File: config.mk
export PLATFORM = sky130hd
export DESIGN_NAME = atu_tune_seq_flat
export DESIGN_NICKNAME = d
export VERILOG_FILES = /design/src/rtl/atu_tune_seq_pkg.sv /design/src/rtl/atu_tune_seq_if.sv /design/src/rtl/atu_tune_seq_ms_tick.sv /design/src/rtl/atu_tune_seq.sv /design/src/flat_wrapper.sv
export SDC_FILE = /design/constraint.sdc
export NUM_CORES = 1
export LEC_CHECK = 0
export BUFFER_PORTS_ARGS = -buffer_cell sky130_fd_sc_hd__buf_2
export CORE_ASPECT_RATIO = 0.5
export CORE_MARGIN = 4
export CORE_UTILIZATION = 24
export CTS_CLUSTER_SIZE = 16
export DETAILED_ROUTE_END_ITERATION = 6
export HOLD_SLACK_MARGIN = 0.03
export PLACE_DENSITY = 0.49
export SYNTH_ARGS = -nofsm -noshare
export SYNTH_HDL_FRONTEND = slang
export SYNTH_SLANG_ARGS = --single-unit
File: constraint.sdc
create_clock -name clk -period 1.9 [get_ports clk]
set_input_delay 0.19 -clock clk [delete_from_list [all_inputs] [get_ports clk]]
set_output_delay 0.19 -clock clk [all_outputs]
set_load 0.02 [all_outputs]
File: src/rtl/atu_tune_seq_pkg.sv
// Shared types and helpers for the ATU tune sequencer (package atu_pkg).
// Holds the FSM state encoding, the status codes reported to the host, and
// the width of the millisecond counters used by every timed state.
package atu_pkg;

    // Width of every millisecond counter; 16 bits covers the longest timeout.
    localparam int MS_CNT_W = 16;

    typedef logic [MS_CNT_W-1:0] ms_cnt_t;

    typedef enum logic [2:0] {
        IDLE     = 3'd0,
        START    = 3'd1,
        WAIT_ACK = 3'd2,
        TUNE     = 3'd3,
        COOL     = 3'd4
    } state_t;

    typedef enum logic [1:0] {
        ST_NONE    = 2'd0,
        ST_OK      = 2'd1,
        ST_TIMEOUT = 2'd2,
        ST_ABORT   = 2'd3
    } status_t;

    // Saturating increment: a counter parked at all-ones stays there.
    function automatic ms_cnt_t ms_sat_inc(input ms_cnt_t v);
        if (v == '1) begin
            return v;
        end
        return v + 1'b1;
    endfunction

    // Counter value at which the next tick completes a duration of 'ms'.
    // The counter starts at zero on state entry, so the final tick is the
    // one seen while the counter already holds ms-1.
    function automatic ms_cnt_t ms_limit(input int ms);
        if (ms <= 1) begin
            return '0;
        end
        if (ms > (1 << MS_CNT_W)) begin
            return '1;
        end
        return ms_cnt_t'(ms - 1);
    endfunction

endpackage

File: src/rtl/atu_tune_seq_if.sv
// Command and tuner-pin bundle for the ATU tune sequencer.
// master: command decoder / pin side that drives requests and the raw key line.
// slave:  the sequencer, which drives the start line, carrier request and status.
interface atu_tune_seq_if;

    logic       tune_start;
    logic       tune_abort;
    logic       tx_inhibit;
    logic       atu_ack;
    logic       atu_req;
    logic       tx_tune_en;
    logic       busy;
    logic [1:0] status;

    modport master (
        output tune_start,
        output tune_abort,
        output tx_inhibit,
        output atu_ack,
        input  atu_req,
        input  tx_tune_en,
        input  busy,
        input  status
    );

    modport slave (
        input  tune_start,
        input  tune_abort,
        input  tx_inhibit,
        input  atu_ack,
        output atu_req,
        output tx_tune_en,
        output busy,
        output status
    );

endinterface

File: src/rtl/atu_tune_seq_ms_tick.sv
// Free-running millisecond prescaler: one-cycle tick every CLK_HZ/1000 clocks.
// The tick is registered so downstream logic sees a clean single-cycle pulse.
module ms_tick #(
    parameter int CLK_HZ = 76800000
) (
    input  logic clk,
    input  logic rst_n,
    output logic tick
);

    // Clocks per millisecond, never below one so tiny sim clocks still tick.
    localparam int DIV = ((CLK_HZ / 1000) > 1) ? (CLK_HZ / 1000) : 1;
    localparam int PW = (DIV > 1) ? $clog2(DIV) : 1;
    localparam logic [PW-1:0] LAST = PW'(DIV - 1);

    logic [PW-1:0] cnt;

    // Count 0..DIV-1 and pulse tick on the wrap.
    always_ff @(posedge clk or negedge rst_n) begin
        if (!rst_n) begin
            cnt  <= '0;
            tick <= 1'b0;
        end else if (cnt == LAST) begin
            cnt  <= '0;
            tick <= 1'b1;
        end else begin
            cnt  <= cnt + 1'b1;
            tick <= 1'b0;
        end
    end

endmodule

File: src/rtl/atu_tune_seq.sv
// ATU tune sequencer: turns a host tune command into the tuner start/key
// handshake, requests a low-power carrier while the tuner is busy, and
// reports the outcome on status.
// Optional feature: define ATU_DEBOUNCE_EN to debounce the tuner key line
// for DEBOUNCE_MS ticks; without it the synchronized line is used directly.
module atu_tune_seq
    import atu_pkg::*;
#(
    parameter int CLK_HZ          = 76800000,
    parameter int START_MS        = 500,
    parameter int ACK_TIMEOUT_MS  = 1000,
    parameter int TUNE_TIMEOUT_MS = 15000,
    parameter int COOLDOWN_MS     = 100,
    parameter int DEBOUNCE_MS     = 4
) (
    input  logic           clk,
    input  logic           rst_n,
    atu_tune_seq_if.slave  bus
);

    localparam ms_cnt_t START_LIM = ms_limit(START_MS);
    localparam ms_cnt_t ACK_LIM   = ms_limit(ACK_TIMEOUT_MS);
    localparam ms_cnt_t TUNE_LIM  = ms_limit(TUNE_TIMEOUT_MS);
    localparam ms_cnt_t COOL_LIM  = ms_limit(COOLDOWN_MS);

    logic    ms_tick_pulse;
    logic    ack_meta;
    logic    ack_sync;
    logic    ack_s;
    logic    stop_req;

    state_t  state;
    ms_cnt_t ms_cnt;
    logic    atu_req_q;
    logic    tx_tune_en_q;
    logic    busy_q;
    status_t status_q;

    ms_tick #(
        .CLK_HZ (CLK_HZ)
    ) u_ms_tick (
        .clk   (clk),
        .rst_n (rst_n),
        .tick  (ms_tick_pulse)
    );

    // Two-flop synchronizer for the asynchronous key line; idles released (high).
    always_ff @(posedge clk or negedge rst_n) begin
        if (!rst_n) begin
            ack_meta <= 1'b1;
            ack_sync <= 1'b1;
        end else begin
            ack_meta <= bus.atu_ack;
            ack_sync <= ack_meta;
        end
    end

`ifdef ATU_DEBOUNCE_EN
    localparam ms_cnt_t DEB_LIM = ms_limit(DEBOUNCE_MS);

    logic    ack_deb;
    ms_cnt_t deb_cnt;

    // Follow the synchronized line only once it has disagreed for DEBOUNCE_MS ticks.
    always_ff @(posedge clk or negedge rst_n) begin
        if (!rst_n) begin
            ack_deb <= 1'b1;
            deb_cnt <= '0;
        end else if (ack_sync == ack_deb) begin
            deb_cnt <= '0;
        end else if (ms_tick_pulse) begin
            if (deb_cnt >= DEB_LIM) begin
                ack_deb <= ack_sync;
                deb_cnt <= '0;
            end else begin
                deb_cnt <= ms_sat_inc(deb_cnt);
            end
        end
    end

    assign ack_s = ack_deb;
`else
    logic unused_debounce_ms;

    assign ack_s              = ack_sync;
    assign unused_debounce_ms = ^DEBOUNCE_MS;
`endif

    // Abort and external inhibit both cut an active cycle short.
    assign stop_req = bus.tune_abort | bus.tx_inhibit;

    // Sequencer FSM with registered outputs; the ms counter restarts on each state entry.
    always_ff @(posedge clk or negedge rst_n) begin
        if (!rst_n) begin
            state        <= IDLE;
            ms_cnt       <= '0;
            atu_req_q    <= 1'b1;
            tx_tune_en_q <= 1'b0;
            busy_q       <= 1'b0;
            status_q     <= ST_NONE;
        end else begin
            if (ms_tick_pulse) begin
                ms_cnt <= ms_sat_inc(ms_cnt);
            end

            case (state)
                IDLE: begin
                    ms_cnt <= '0;
                    if (bus.tune_abort) begin
                        state <= IDLE;
                    end else if (bus.tune_start && bus.tx_inhibit) begin
                        status_q <= ST_ABORT;
                    end else if (bus.tune_start) begin
                        state     <= START;
                        status_q  <= ST_NONE;
                        atu_req_q <= 1'b0;
                        busy_q    <= 1'b1;
                    end
                end

                START: begin
                    if (stop_req) begin
                        state        <= COOL;
                        ms_cnt       <= '0;
                        atu_req_q    <= 1'b1;
                        tx_tune_en_q <= 1'b0;
                        status_q     <= ST_ABORT;
                    end else if (ms_tick_pulse && (ms_cnt >= START_LIM)) begin
                        state     <= WAIT_ACK;
                        ms_cnt    <= '0;
                        atu_req_q <= 1'b1;
                    end
                end

                WAIT_ACK: begin
                    if (stop_req) begin
                        state        <= COOL;
                        ms_cnt       <= '0;
                        atu_req_q    <= 1'b1;
                        tx_tune_en_q <= 1'b0;
                        status_q     <= ST_ABORT;
                    end else if (!ack_s) begin
                        state        <= TUNE;
                        ms_cnt       <= '0;
                        tx_tune_en_q <= 1'b1;
                    end else if (ms_tick_pulse && (ms_cnt >= ACK_LIM)) begin
                        state    <= COOL;
                        ms_cnt   <= '0;
                        status_q <= ST_TIMEOUT;
                    end
                end

                TUNE: begin
                    if (stop_req) begin
                        state        <= COOL;
                        ms_cnt       <= '0;
                        atu_req_q    <= 1'b1;
                        tx_tune_en_q <= 1'b0;
                        status_q     <= ST_ABORT;
                    end else if (ack_s) begin
                        state        <= COOL;
                        ms_cnt       <= '0;
                        tx_tune_en_q <= 1'b0;
                        status_q     <= ST_OK;
                    end else if (ms_tick_pulse && (ms_cnt >= TUNE_LIM)) begin
                        state        <= COOL;
                        ms_cnt       <= '0;
                        tx_tune_en_q <= 1'b0;
                        status_q     <= ST_TIMEOUT;
                    end
                end

                COOL: begin
                    atu_req_q    <= 1'b1;
                    tx_tune_en_q <= 1'b0;
                    if (ms_tick_pulse && (ms_cnt >= COOL_LIM)) begin
                        state  <= IDLE;
                        ms_cnt <= '0;
                        busy_q <= 1'b0;
                    end
                end

                default: begin
                    state        <= IDLE;
                    ms_cnt       <= '0;
                    atu_req_q    <= 1'b1;
                    tx_tune_en_q <= 1'b0;
                    busy_q       <= 1'b0;
                end
            endcase
        end
    end

    assign bus.atu_req    = atu_req_q;
    assign bus.tx_tune_en = tx_tune_en_q;
    assign bus.busy       = busy_q;
    assign bus.status     = status_q;

endmodule

File: src/flat_wrapper.sv
// flat-port wrapper written by rule: the top's interface ports become plain ports
module atu_tune_seq_flat import atu_pkg::*;
#(
    parameter int CLK_HZ          = 76800000,
    parameter int START_MS        = 500,
    parameter int ACK_TIMEOUT_MS  = 1000,
    parameter int TUNE_TIMEOUT_MS = 15000,
    parameter int COOLDOWN_MS     = 100,
    parameter int DEBOUNCE_MS     = 4
)
  (clk, rst_n, bus_tune_start, bus_tune_abort, bus_tx_inhibit, bus_atu_ack, bus_atu_req, bus_tx_tune_en, bus_busy, bus_status);
  atu_tune_seq_if bus_i ();
  input  logic clk;
  input  logic rst_n;
  input wire logic [$bits(bus_i.tune_start)-1:0] bus_tune_start;
  input wire logic [$bits(bus_i.tune_abort)-1:0] bus_tune_abort;
  input wire logic [$bits(bus_i.tx_inhibit)-1:0] bus_tx_inhibit;
  input wire logic [$bits(bus_i.atu_ack)-1:0] bus_atu_ack;
  output wire logic [$bits(bus_i.atu_req)-1:0] bus_atu_req;
  output wire logic [$bits(bus_i.tx_tune_en)-1:0] bus_tx_tune_en;
  output wire logic [$bits(bus_i.busy)-1:0] bus_busy;
  output wire logic [$bits(bus_i.status)-1:0] bus_status;
  assign bus_i.tune_start = bus_tune_start;
  assign bus_i.tune_abort = bus_tune_abort;
  assign bus_i.tx_inhibit = bus_tx_inhibit;
  assign bus_i.atu_ack = bus_atu_ack;
  assign bus_atu_req = bus_i.atu_req;
  assign bus_tx_tune_en = bus_i.tx_tune_en;
  assign bus_busy = bus_i.busy;
  assign bus_status = bus_i.status;
  atu_tune_seq #(.CLK_HZ(CLK_HZ), .START_MS(START_MS), .ACK_TIMEOUT_MS(ACK_TIMEOUT_MS), .TUNE_TIMEOUT_MS(TUNE_TIMEOUT_MS), .COOLDOWN_MS(COOLDOWN_MS), .DEBOUNCE_MS(DEBOUNCE_MS)) u_core (.clk(clk), .rst_n(rst_n), .bus(bus_i));
endmodule
==> impl_summary.log, run 1 <==
[metrics] startpoint type of the worst setup path: register
[metrics] Total Routed Length: around 5600 µm
[metrics] proportion of layout cells with a drive suffix above 1: 0.300
[metrics] met2 track demand over resource: 0.176
[metrics] Max Transition Viols Final: 0
[metrics] core outline area: between 9000 and 10000 µm²
[metrics] Final Setup Violations: 17
[metrics] final routed wire length divided by cell count: around 13 µm
[metrics] Clk network pwr share: 0.379
[metrics] Least-Margin Pin Slew: slightly above 300 ps
[metrics] Switch Pwr: roughly 770 µW
[metrics] H-tree levels: 2
[metrics] Critical Path RT: around 2100 ps
[metrics] initial cell density of the core: 0.252
[metrics] failing checks: setup timing
[metrics] Clock Skews: around 4.3 ps
[metrics] type of the most critical hold path: in -> reg
[metrics] warnings from Yosys: 0
[metrics] largest vdd supply drop: between 0.3 and 0.4 mV
[metrics] combinational share of power: 0.232
[metrics] number of flops mapped to enable cells by yosys: 0
[metrics] dominant delay contributor by cell family on the critical path: simple AND/OR/NAND/NOR gates
[metrics] Global Route met3 Usage: 0.0171
[metrics] GRT overflow: 0
[metrics] antenna violations before repair: 0
[metrics] critical register-to-register path startpoint: u_core.ms_cnt[14]
[metrics] crit end category: register
[metrics] maximum achievable frequency: 480 MHz
[metrics] min-delay src: bus_tune_start
[metrics] power density relative to cell area: approximately 850 nW/µm²
[metrics] clk root buf: clkbuf_16
[metrics] Switching Share: 0.286
[metrics] DR vias/cell: 4.63
[metrics] layout net count: 307
[metrics] net count after synthesis: around 260
[metrics] CTS Buffer Depth: 2
[metrics] slowest cell delay on critical path: 570 ps
[metrics] fraction of the yosys area taken by sequential cells: 0.454
[metrics] depth of the worst register-to-register path: 5
[metrics] number of top-level pins: 11
[metrics] number of buffers added by the clock tree synthesis step: 5
[metrics] maximum fanout count along the critical path: 7
[metrics] number of distinct library cell variants in the gate-level netlist after synthesis: 43
[metrics] 1st-iter DRT viols: about 120
[metrics] signal arrival time at the worst endpoint: approximately 2300 ps
[metrics] iteration count of the initial detailed-routing pass: 4
[metrics] Port Buffer Count: 10
[metrics] Reg2Reg Capture Point: u_core.state[1]
[metrics] Internal Dissipation: just under 2000 µW
[metrics] post-route minimum period: ~2100 ps
[metrics] flop and latch count out of synthesis: between 40 and 50
[metrics] TritonCTS clock tree: done
[metrics] Hold Crit Endpoint: u_core.bus.busy
[metrics] maximum number of pins on one net before global-route repair: 18
[metrics] leading register cell type out of synthesis: dfrtp_1
[metrics] area of the die: 11900 µm²
[metrics] vias after detailed routing: 2013
[metrics] count of endpoints failing hold in the final timing report: 0
[metrics] sequential share of power: 0.389
[metrics] floorplan die height: approximately 80 µm
[metrics] GRT busiest layer: met2
[metrics] layout overhead on the synthesized area: 30.0%
[metrics] most frequent standard cell in the layout excluding fill and tap cells: buf_4
[metrics] Max-slew headroom: 0.791
[metrics] Worst Path Class, Setup: reg -> reg
[metrics] detailed placement HPWL: 4270 µm
[metrics] WP buf/inv: 0
[metrics] post-synthesis instance area: between 2000 and 2500 µm²
[metrics] via count of the first global-routing pass: roughly 2100
[metrics] die boundary width: between 150 and 200 µm
[metrics] ant diodes: 0
[metrics] met1 track demand over resource: 0.131
[metrics] clock sinks: 44
[metrics] final routed DRC violation total: 0
[metrics] post-layout worst setup margin: -184 ps
[metrics] share of flip-flops with an asynchronous set or reset: 1.00
[metrics] minimum setup slack among reg-to-reg paths: -180 ps
[metrics] worst hold path cell count: 3
[metrics] top library cells by usage in the layout, fill and taps aside: 42 x buf_4, 41 x dfrtp_1, 19 x nor2_1, 19 x nand2_1
[metrics] highest-delay cell along the critical path: or4_4
[metrics] weighted congestion at the end of routability-driven global placement: approximately 0.85
[metrics] Reg clk slew, reported paths: roughly 60 ps
[metrics] Row Count: 25
[metrics] post-place instance area: approximately 2900 µm²
[metrics] overall track demand over capacity in global routing: 0.102
[metrics] Avg Inst Size Synth: slightly below 10 µm²
[metrics] unrepaired setup endpoints after global routing: yes
[metrics] Clk Latency, worst-skew pair: 280 ps
[metrics] number of cells produced by synthesis: roughly 250
[metrics] wire length of the first global-routing pass: a little under 10000 µm
[metrics] post-detailed-route count of antenna-violating nets: 0
[metrics] Setup WS pre-CTS: -248 ps
[metrics] outcome: finished with violations
[metrics] area of all placed cells without fillers: between 3000 and 4000 µm²
[metrics] final period utilization: 1.10
[metrics] static leakage: 0.00136 µW
[metrics] Total Negative Setup Slacks: -2150 ps
[metrics] Max Cap Viol: 0
[metrics] critical-path cell list: or4_4 -> o41ai_4 -> o211ai_1 -> and4b_2 -> a32o_1
==> worst reg2reg max path: cells and delay by family (launching register included) <==
family / cells / cell delay (ps)
simple gates: 2 / 890
flops: 1 / 390
compound gates: 3 / 700
==> cell usage after synthesis, drive strengths merged, types with 3 or more instances <==
library cell	n	area, µm²
dfrtp	41	1030
nor2	31	191
nand2	20	75.1
nand3	15	75.1
xor2	15	131
nand4	14	87.6
clkbuf	10	37.5
nor3	10	50.1
and3	9	56.3
o21ai	9	45.0
xnor2	8	70.1
a21oi	7	35.0
a31oi	7	43.8
nor2b	7	43.8
inv	5	18.8
o31ai	5	37.5
buf	4	38.8
and4	3	26.3
dfstp	3	78.8
or3	3	18.8
==> final cells by class <==
cell class                      instances  area (µm²)
Multi-Input combinational cell        188        1280
Sequential cell                        44        1100
Fill cell                             982        6500
Clock inverter                          2        38.8
Clock buffer                            6         139
Inverter                                5        18.8
Tap cell                              135         169
Timing Repair Buffer                   55         405
==> sequential cells by signal, indices dropped and copies added, names as in the netlist <==
register,flops
u_core.bus.status,2
u_core.bus.tx_tune_en,1
u_core.bus.busy,1
u_core.ack_meta,1
u_core.bus.atu_req,1
u_core.state,3
u_core.ack_s,1
u_core.u_ms_tick.tick,1
u_core.ms_cnt,16
u_core.u_ms_tick.cnt,17
==> power by group through the flow <==
stage,registers [µW],clock network (µW),logic (µW)
CTS,1050,1050,626
detailed placement,1060,0,583
floorplan,1110,0,354
global route,1060,1100,676
global placement,1060,0,574
finish,1050,1020,624
==> per-layer routing <==
layer / vias to the layer above / part of all wire
met5: - / 0
li1: 999 / -
met2: 20 / 0.49
met3: 8 / 0.016
met1: 986 / 0.48
met4: 0 / 0.013
==> metrics by stage <==
| step | instances | hold WS (ps) | power [µW] | utilization |
|---|---|---|---|---|
| 3_3_place_gp | 424 | 86.1 | 1640 | 0.300 |
| 2_1_floorplan | 251 | -106 | 1460 | - |
| 6_report | 435 | 260 | 2690 | 0.327 |
| 3_5_place_dp | 424 | 92.2 | 1650 | 0.300 |
| 5_1_grt | 435 | 279 | 2830 | 0.327 |
| 4_1_cts | 437 | 256 | 2720 | 0.324 |
==> cell families (layout without fill, tap and decap cells) <==
kind of cell / count (synthesis) / count (layout) / share of synthesized area
AO/OA/AOI/OAI: 39 / 39 / 0.112
flip-flops: 44 / 44 / 0.454
adder cells (fa/ha/maj): 2 / 2 / 0.0103
buffers and inverters: 19 / 68 / 0.0391
XOR/XNOR: 23 / 23 / 0.0829
multiplexers: 2 / 2 / 0.00926
AND/OR/NAND/NOR: 122 / 122 / 0.292
==> worst max-delay path by stage <==
stage                            from              end  cells after the start
detailed placement  u_core.ms_cnt[14]  u_core.state[1]                      5
finish              u_core.ms_cnt[14]  u_core.state[1]                      5
global route        u_core.ms_cnt[14]  u_core.state[1]                      5
CTS                 u_core.ms_cnt[14]  u_core.state[1]                      5
global placement    u_core.ms_cnt[14]  u_core.state[1]                      5
floorplan           u_core.ms_cnt[14]  u_core.state[1]                      6
==> repair_timing <==
item	CTS	global route
resized for setup	5	10
pin swaps	2	2
setup endpoints to repair	19	24
hold endpoints to repair	12	0
setup buffers	3	0
hold buffers	2	0
Note: power is estimated with default switching activity, not from simulation.
==> run 2, diff against run 1 <==
- ABC_AREA: not set -> 1
==> run 2 against run 1 <==
Compared with the run above:
- the run now ends clean
- synthesized area rose by 11%
- critical endpoint is now u_core.u_ms_tick.cnt[14]
- via count rose by 15%
- clock skew up 1.0 ps
- worst hold slack better by 48 ps
- non-clock buffer count fell by 35
- register-to-register slack better by 360 ps
- clock power about the same
- largest cell class unchanged
- power is 26% lower
- routed wire length up 0.23%
- critical path type unchanged
- sequential power shrank 10%
- die area is 10% higher
==> impl_summary.log, run 2 <==
[metrics] startpoint type of the worst setup path: register
[metrics] post-detailed-route count of antenna-violating nets: 0
[metrics] Critical Path Source: u_core.u_ms_tick.cnt[0]
[metrics] core outline area: between 10000 and 15000 µm²
[metrics] proportion of layout cells with a drive suffix above 1: 0.138
[metrics] max FFs per register: 17
[metrics] wire length of the first global-routing pass: between 9000 and 10000 µm
[metrics] GRT overflow: 0
[metrics] DR vias/cell: about 4.3
[metrics] maximum achievable frequency: 581 MHz
[metrics] net count after synthesis: roughly 380
[metrics] outcome: finished, final reports clean
[metrics] overall track demand over capacity in global routing: 0.0893
[metrics] area share of the largest cell type after synthesis: 0.380
[metrics] top library cells by usage in the layout, fill and taps aside: 79 x nand2_1, 59 x nor2_1, 46 x inv_1
[metrics] total chip power: 2000 µW
[metrics] Clock Skews: 5.36 ps
[metrics] Max Transition Viols Final: 0
[metrics] layout overhead on the synthesized area: 17.5%
[metrics] maximum number of pins on one net before global-route repair: 24
[metrics] antenna violations before repair: 0
[metrics] ant diodes: 0
[metrics] number of cells produced by synthesis: around 370
[metrics] initial cell density of the core: 0.246
[metrics] Clk Latency, worst-skew pair: approximately 280 ps
[metrics] signal arrival time at the worst endpoint: roughly 1900 ps
[metrics] floorplan die height: between 80 and 90 µm
[metrics] most frequent standard cell in the layout excluding fill and tap cells: nand2_1
[metrics] final routed DRC violation total: 0
[metrics] depth of the worst register-to-register path: 8
[metrics] iteration count of the initial detailed-routing pass: 4
[metrics] Row Count: 27
[metrics] largest vdd supply drop: about 0.33 mV
[metrics] warnings from Yosys: 0
[metrics] weighted congestion at the end of routability-driven global placement: ~0.84
[metrics] TritonCTS clock tree: done
[metrics] Total Negative Setup Slacks: 0 ps
[metrics] Port Buffer Count: 10
[metrics] via count of the first global-routing pass: roughly 2200
[metrics] area of all placed cells without fillers: 3170 µm²
[metrics] post-route minimum period: around 1700 ps
[metrics] Reg clk slew, reported paths: approximately 70 ps
[metrics] clk root buf: clkbuf_16
[metrics] 1st-iter DRT viols: 138
[metrics] type of the most critical hold path: in -> reg
[metrics] Max Cap Viol: 0
[metrics] detailed placement HPWL: 4310 µm
[metrics] final period utilization: 0.905
[metrics] vias after detailed routing: 2320
[metrics] Critical Path RT: 2110 ps
[metrics] leading register cell type out of synthesis: dfrtp_1
[metrics] Reg2Reg Capture Point: u_core.u_ms_tick.cnt[14]
[metrics] flop and latch count out of synthesis: 44
[metrics] critical register-to-register path startpoint: u_core.u_ms_tick.cnt[0]
[metrics] capturing instance or port of the critical path: u_core.u_ms_tick.cnt[14]
[metrics] Synth top cells by count: 79 x nand2_1, 60 x nor2_1, 46 x inv_1
[metrics] die boundary width: 158 µm
[metrics] post-synthesis instance area: between 2000 and 3000 µm²
[metrics] fraction of the yosys area taken by sequential cells: 0.409
[metrics] number of flops mapped to enable cells by yosys: 0
[metrics] number of top-level pins: 11
[metrics] Max-slew headroom: 0.624
[metrics] Total Routed Length: about 5600 µm
[metrics] Least-Margin Pin Slew: between 500 and 600 ps
[metrics] share of flip-flops with an asynchronous set or reset: 1.00
[metrics] Worst Path Class, Setup: reg -> reg
[metrics] most numerous cell in the Yosys netlist: nand2_1
[metrics] minimum setup slack among reg-to-reg paths: around 180 ps
[metrics] Final Setup Violations: 0
[metrics] number of distinct library cell variants in the gate-level netlist after synthesis: 34
[metrics] number of buffers added by the clock tree synthesis step: 5
[metrics] largest registers in the final layout: u_core.u_ms_tick.cnt (17), u_core.ms_cnt (16), u_core.state (3)
[metrics] biggest area consumer among synthesized cells: dfrtp_1
[metrics] final routed wire length divided by cell count: 10.4 µm
[metrics] static leakage: ~0.0015 µW
[metrics] post-place instance area: a little under 3000 µm²
[metrics] H-tree levels: 2
[metrics] Synth area leaders: dfrtp_1 38%, nand2_1 11%, nor2_1 8.3%
[metrics] clock sinks: 44
[metrics] Avg Inst Size Synth: roughly 7.3 µm²
[metrics] area of the die: 13100 µm²
[metrics] layout net count: between 300 and 400
[metrics] power density relative to cell area: 631 nW/µm²
[metrics] CTS Buffer Depth: 2
[metrics] count of endpoints failing hold in the final timing report: 0
[metrics] maximum fanout count along the critical path: 4
[metrics] crit end category: register
[metrics] largest register by flop count: u_core.u_ms_tick.cnt
[run 2: cell types whose count changed in the layout (fill, tap and decap cells not counted), sizes merged, moves of 7 or more]
cell   delta
nand3    +17
nand2    +63
inv      +45
nor2b     -7
o21ai    +13
nor2     +38
and3      -9
buf      -35
a31oi     -7
[run 2: area by class of cell]
type,count,area (µm²)
inverters,49,184
flip-flops and latches,44,1100
clock inverters,3,46.3
fillers,1173,7810
clock buffers,5,125
well taps,145,181
multi-input cells,271,1390
repair buffers,20,143
[run 2: stage by stage]
step	utilization	instances	hold slack (ps)	setup slack, ps
global route	0.289	537	325	-3.17
floorplan	-	369	-106	323
CTS	0.286	536	305	84.6
detailed placement	0.269	526	228	94.2
global placement	0.269	526	230	130
finish	0.289	537	308	180
[run 2: per-layer routing]
| layer | vias to the layer above | routed length, µm | track usage |
|---|---|---|---|
| met5 | - | 0 | 0 |
| met4 | 0 | 70 | 0.0248 |
| met3 | 6 | 115 | 0.0177 |
| met2 | 21 | 2530 | 0.145 |
| met1 | 1067 | 2880 | 0.121 |
| li1 | 1226 | - | - |
[run 2: how the worst min path moves through the flow]
stage | slack (ps) | cells after the start | endpoint | start
final | 310 | 4 | u_core.state[0] | bus_tune_abort
after global routing | 330 | 4 | u_core.state[0] | bus_tune_abort
after CTS | 300 | 4 | u_core.state[0] | bus_tune_abort
after detailed placement | 230 | 1 | u_core.bus.busy | rst_n
after global placement | 230 | 1 | u_core.bus.busy | rst_n
after floorplan | -110 | 0 | u_core.bus.busy | rst_n
[run 2: power breakdown]
part / switching, µW / internal (µW)
clock: 382 / 625
combinational: 35.1 / 15.0
sequential: 1.62 / 942
[run 2: repair_timing]
item	CTS	global route
resized for setup	0	2
endpoints found under the hold margin	19	0
hold buffers	2	0
setup endpoints to repair	0	17
setup buffers	0	1
[run 2: logic make-up (layout without fill, tap and decap cells)]
family	count (synthesis)	count (layout)	share of synthesized area
flip-flops	44	44	0.409
AO/OA/AOI/OAI	36	36	0.0728
adder cells (fa/ha/maj)	2	2	0.00927
buffers and inverters	54	77	0.0802
XOR/XNOR	19	19	0.0617
AND/OR/NAND/NOR	214	214	0.367
[run 2: critical path, cell delays in order (launching register included)]
cell     delay, ps
dfrtp_1        370
ha_1           180
nand3_1        110
nor2_1         140
nand3_1        200
nor2_2         220
nand3_1        140
nor2_1         130
xor2_1         140
==> run 3, diff against run 2 <==
- REMOVE_ABC_BUFFERS: not set -> 1
==> run 3 against run 2 <==
Compared with the run above:
- sequential power about the same
- worst hold slack worse by 7.2 ps
- first-iteration DRC count up 6.5%
- die area unchanged
- highest routed layer unchanged
- routed wire length up 5.3%
- worst setup slack better by 9.2 ps
- sequential cell count unchanged
- register-to-register slack about the same
- non-clock buffer count up 2
- largest power group unchanged
==> impl_summary.log, run 3 (same netlist as run 2, synthesis figures left out) <==
[metrics] largest registers in the final layout: u_core.u_ms_tick.cnt (17), u_core.ms_cnt (16), u_core.state (3)
[metrics] sequential share of power: 0.469
[metrics] Clk Latency, worst-skew pair: 290 ps
[metrics] vias after detailed routing: 2288
[metrics] Max-slew headroom: 0.664
[metrics] Total Negative Setup Slacks: 0 ps
[metrics] Final Setup Violations: 0
[metrics] antenna violations before repair: 0
[metrics] startpoint type of the worst setup path: register
[metrics] Clock Skews: 6.22 ps
[metrics] final routed wire length divided by cell count: between 10 and 15 µm
[metrics] wire length of the first global-routing pass: 10300 µm
[metrics] depth of the worst register-to-register path: 8
[metrics] final routed DRC violation total: 0
[metrics] Internal Dissipation: roughly 1600 µW
[metrics] GRT overflow: 0
[metrics] number of top-level pins: 11
[metrics] post-detailed-route count of antenna-violating nets: 0
[metrics] highest-delay cell along the critical path: dfrtp_1
[metrics] largest vdd supply drop: a little over 0.3 mV
[metrics] overall track demand over capacity in global routing: 0.0960
[metrics] type of the most critical hold path: in -> reg
[metrics] slowest cell delay on critical path: approximately 370 ps
[metrics] Row Count: 27
[metrics] 1st-iter DRT viols: about 150
[metrics] Clk network pwr share: 0.506
[metrics] power density relative to cell area: roughly 630 nW/µm²
[metrics] min-delay src: bus_tune_abort
[metrics] Total Routed Length: ~5900 µm
[metrics] post-layout worst setup margin: approximately 190 ps
[metrics] maximum number of pins on one net before global-route repair: 23
[metrics] Filler Cell Count: 1177
[metrics] Least-Margin Pin Slew: around 500 ps
[metrics] number of buffers added by the clock tree synthesis step: 5
[metrics] H-tree levels: 2
[metrics] signal arrival time at the worst endpoint: a little under 2000 ps
[metrics] static leakage: between 0.0015 and 0.002 µW
[metrics] CTS Buffer Depth: 2
[metrics] Reg clk slew, reported paths: about 70 ps
[metrics] combinational share of power: 0.025
[metrics] layout overhead on the synthesized area: 18.2%
[metrics] Max Transition Viols Final: 0
[metrics] Port Buffer Count: 10
[metrics] critical register-to-register path startpoint: u_core.u_ms_tick.cnt[0]
[metrics] Switching Share: 0.213
[metrics] post-route minimum period: 1710 ps
[metrics] clock sinks: 44
[metrics] detailed placement HPWL: between 4000 and 5000 µm
[metrics] clk root buf: clkbuf_16
[metrics] die boundary width: around 160 µm
[metrics] maximum fanout count along the critical path: 4
[metrics] most frequent standard cell in the layout excluding fill and tap cells: nand2_1
[metrics] Reg2Reg Capture Point: u_core.u_ms_tick.cnt[14]
[metrics] area used by multi-input combinational logic: around 1400 µm²
[metrics] top library cells by usage in the layout, fill and taps aside: 79 x nand2_1, 60 x nor2_1, 46 x inv_1
[metrics] maximum achievable frequency: just under 600 MHz
[metrics] iteration count of the initial detailed-routing pass: 4
[metrics] Critical Path RT: ~2100 ps
[metrics] count of endpoints failing hold in the final timing report: 0
[metrics] final period utilization: 0.901
[metrics] unrepaired setup endpoints after global routing: no
[metrics] crit end category: register
[metrics] Switch Pwr: around 430 µW
[metrics] Worst Path Class, Setup: reg -> reg
[metrics] largest register by flop count: u_core.u_ms_tick.cnt
[metrics] Sequential Area: between 1000 and 1500 µm²
[metrics] ant diodes: 0
[metrics] weighted congestion at the end of routability-driven global placement: slightly above 0.8
[metrics] floorplan die height: 83.0 µm
[metrics] total chip power: between 2000 and 2500 µW
[metrics] layout net count: ~400
[metrics] via count of the first global-routing pass: 2178
[metrics] outcome: finished, final reports clean
[metrics] core outline area: 11000 µm²
[metrics] capturing instance or port of the critical path: u_core.u_ms_tick.cnt[14]
[metrics] TritonCTS clock tree: done
[metrics] proportion of layout cells with a drive suffix above 1: 0.142
[metrics] Setup WS pre-CTS: ~54 ps
[metrics] max FFs per register: 17
[metrics] minimum setup slack among reg-to-reg paths: between 150 and 200 ps
[metrics] initial cell density of the core: 0.246
[metrics] DR vias/cell: ~4.2
[metrics] Max Cap Viol: 0
[metrics] critical-path cell list: ha_1 -> nand3_1 -> nor2_1 -> nand3_2 -> nor2_2 -> nand3_1 -> nor2_1 -> xor2_1
[metrics] area of the die: roughly 13000 µm²
[metrics] Critical Path Source: u_core.u_ms_tick.cnt[0]
==> run 3: cell types whose count changed in the layout (fill, tap and decap cells not counted), sizes merged <==
cell | before | now
buf | 18 | 20
clkinvlp | 1 | 0
clkinv | 0 | 2
inv | 50 | 49
==> run 3: through the flow <==
step | std cells | util | hold slack, ps | area (µm²)
2_1_floorplan | 364 | - | -106 | 2670
3_3_place_gp | 528 | 0.270 | 200 | 2970
3_5_place_dp | 528 | 0.270 | 203 | 2970
4_1_cts | 538 | 0.288 | 296 | 3160
5_1_grt | 539 | 0.290 | 325 | 3190
6_report | 539 | 0.290 | 301 | 3190
==> run 3: cell type report <==
class,count,share of cell area
multi-input cells,271,0.435
well taps,145,0.0569
flip-flops and latches,44,0.346
clock inverters,3,0.0149
inverters,49,0.0577
clock buffers,5,0.0392
repair buffers,22,0.0494
==> run 3: worst min path at each step <==
stage | end | slack (ps) | depth (start not counted)
global placement | u_core.ms_cnt[10] | 200 | 1
floorplan | u_core.bus.busy | -110 | 0
global route | u_core.state[0] | 320 | 4
CTS | u_core.state[0] | 300 | 4
detailed placement | u_core.ms_cnt[10] | 200 | 1
finish | u_core.state[0] | 300 | 4
==> run 3: what timing repair did <==
| item | in CTS | in global routing |
|---|---|---|
| setup endpoints to repair | 0 | 19 |
| hold buffers | 2 | 0 |
| endpoints found under the hold margin | 18 | 0 |
| setup buffers | 0 | 1 |
| resized for setup | 0 | 2 |
==> run 3: power by group through the flow <==
stage,combinational [µW],clock [µW],sequential (µW)
2_1_floorplan,10.4,0,965
3_3_place_gp,49.7,0,962
3_5_place_dp,49.9,0,961
4_1_cts,53.1,1060,944
5_1_grt,59.2,1100,944
6_report,49.7,1020,944
==> run 3: layer usage <==
| metal | share of wire | wire (µm) | track usage |
|---|---|---|---|
| met1 | 0.54 | 3180 | 0.140 |
| met2 | 0.43 | 2530 | 0.140 |
| met3 | 0.020 | 120 | 0.0234 |
| met4 | 0.0087 | 51 | 0.0279 |
| met5 | 0 | 0 | 0 |
==> run 3: worst max-delay path: cells and delay by family (launching register included) <==
family	cells	cell delay, ps
XOR/XNOR	1	140
adder cells (fa/ha/maj)	1	190
AND/OR/NAND/NOR	6	930
flip-flops	1	370
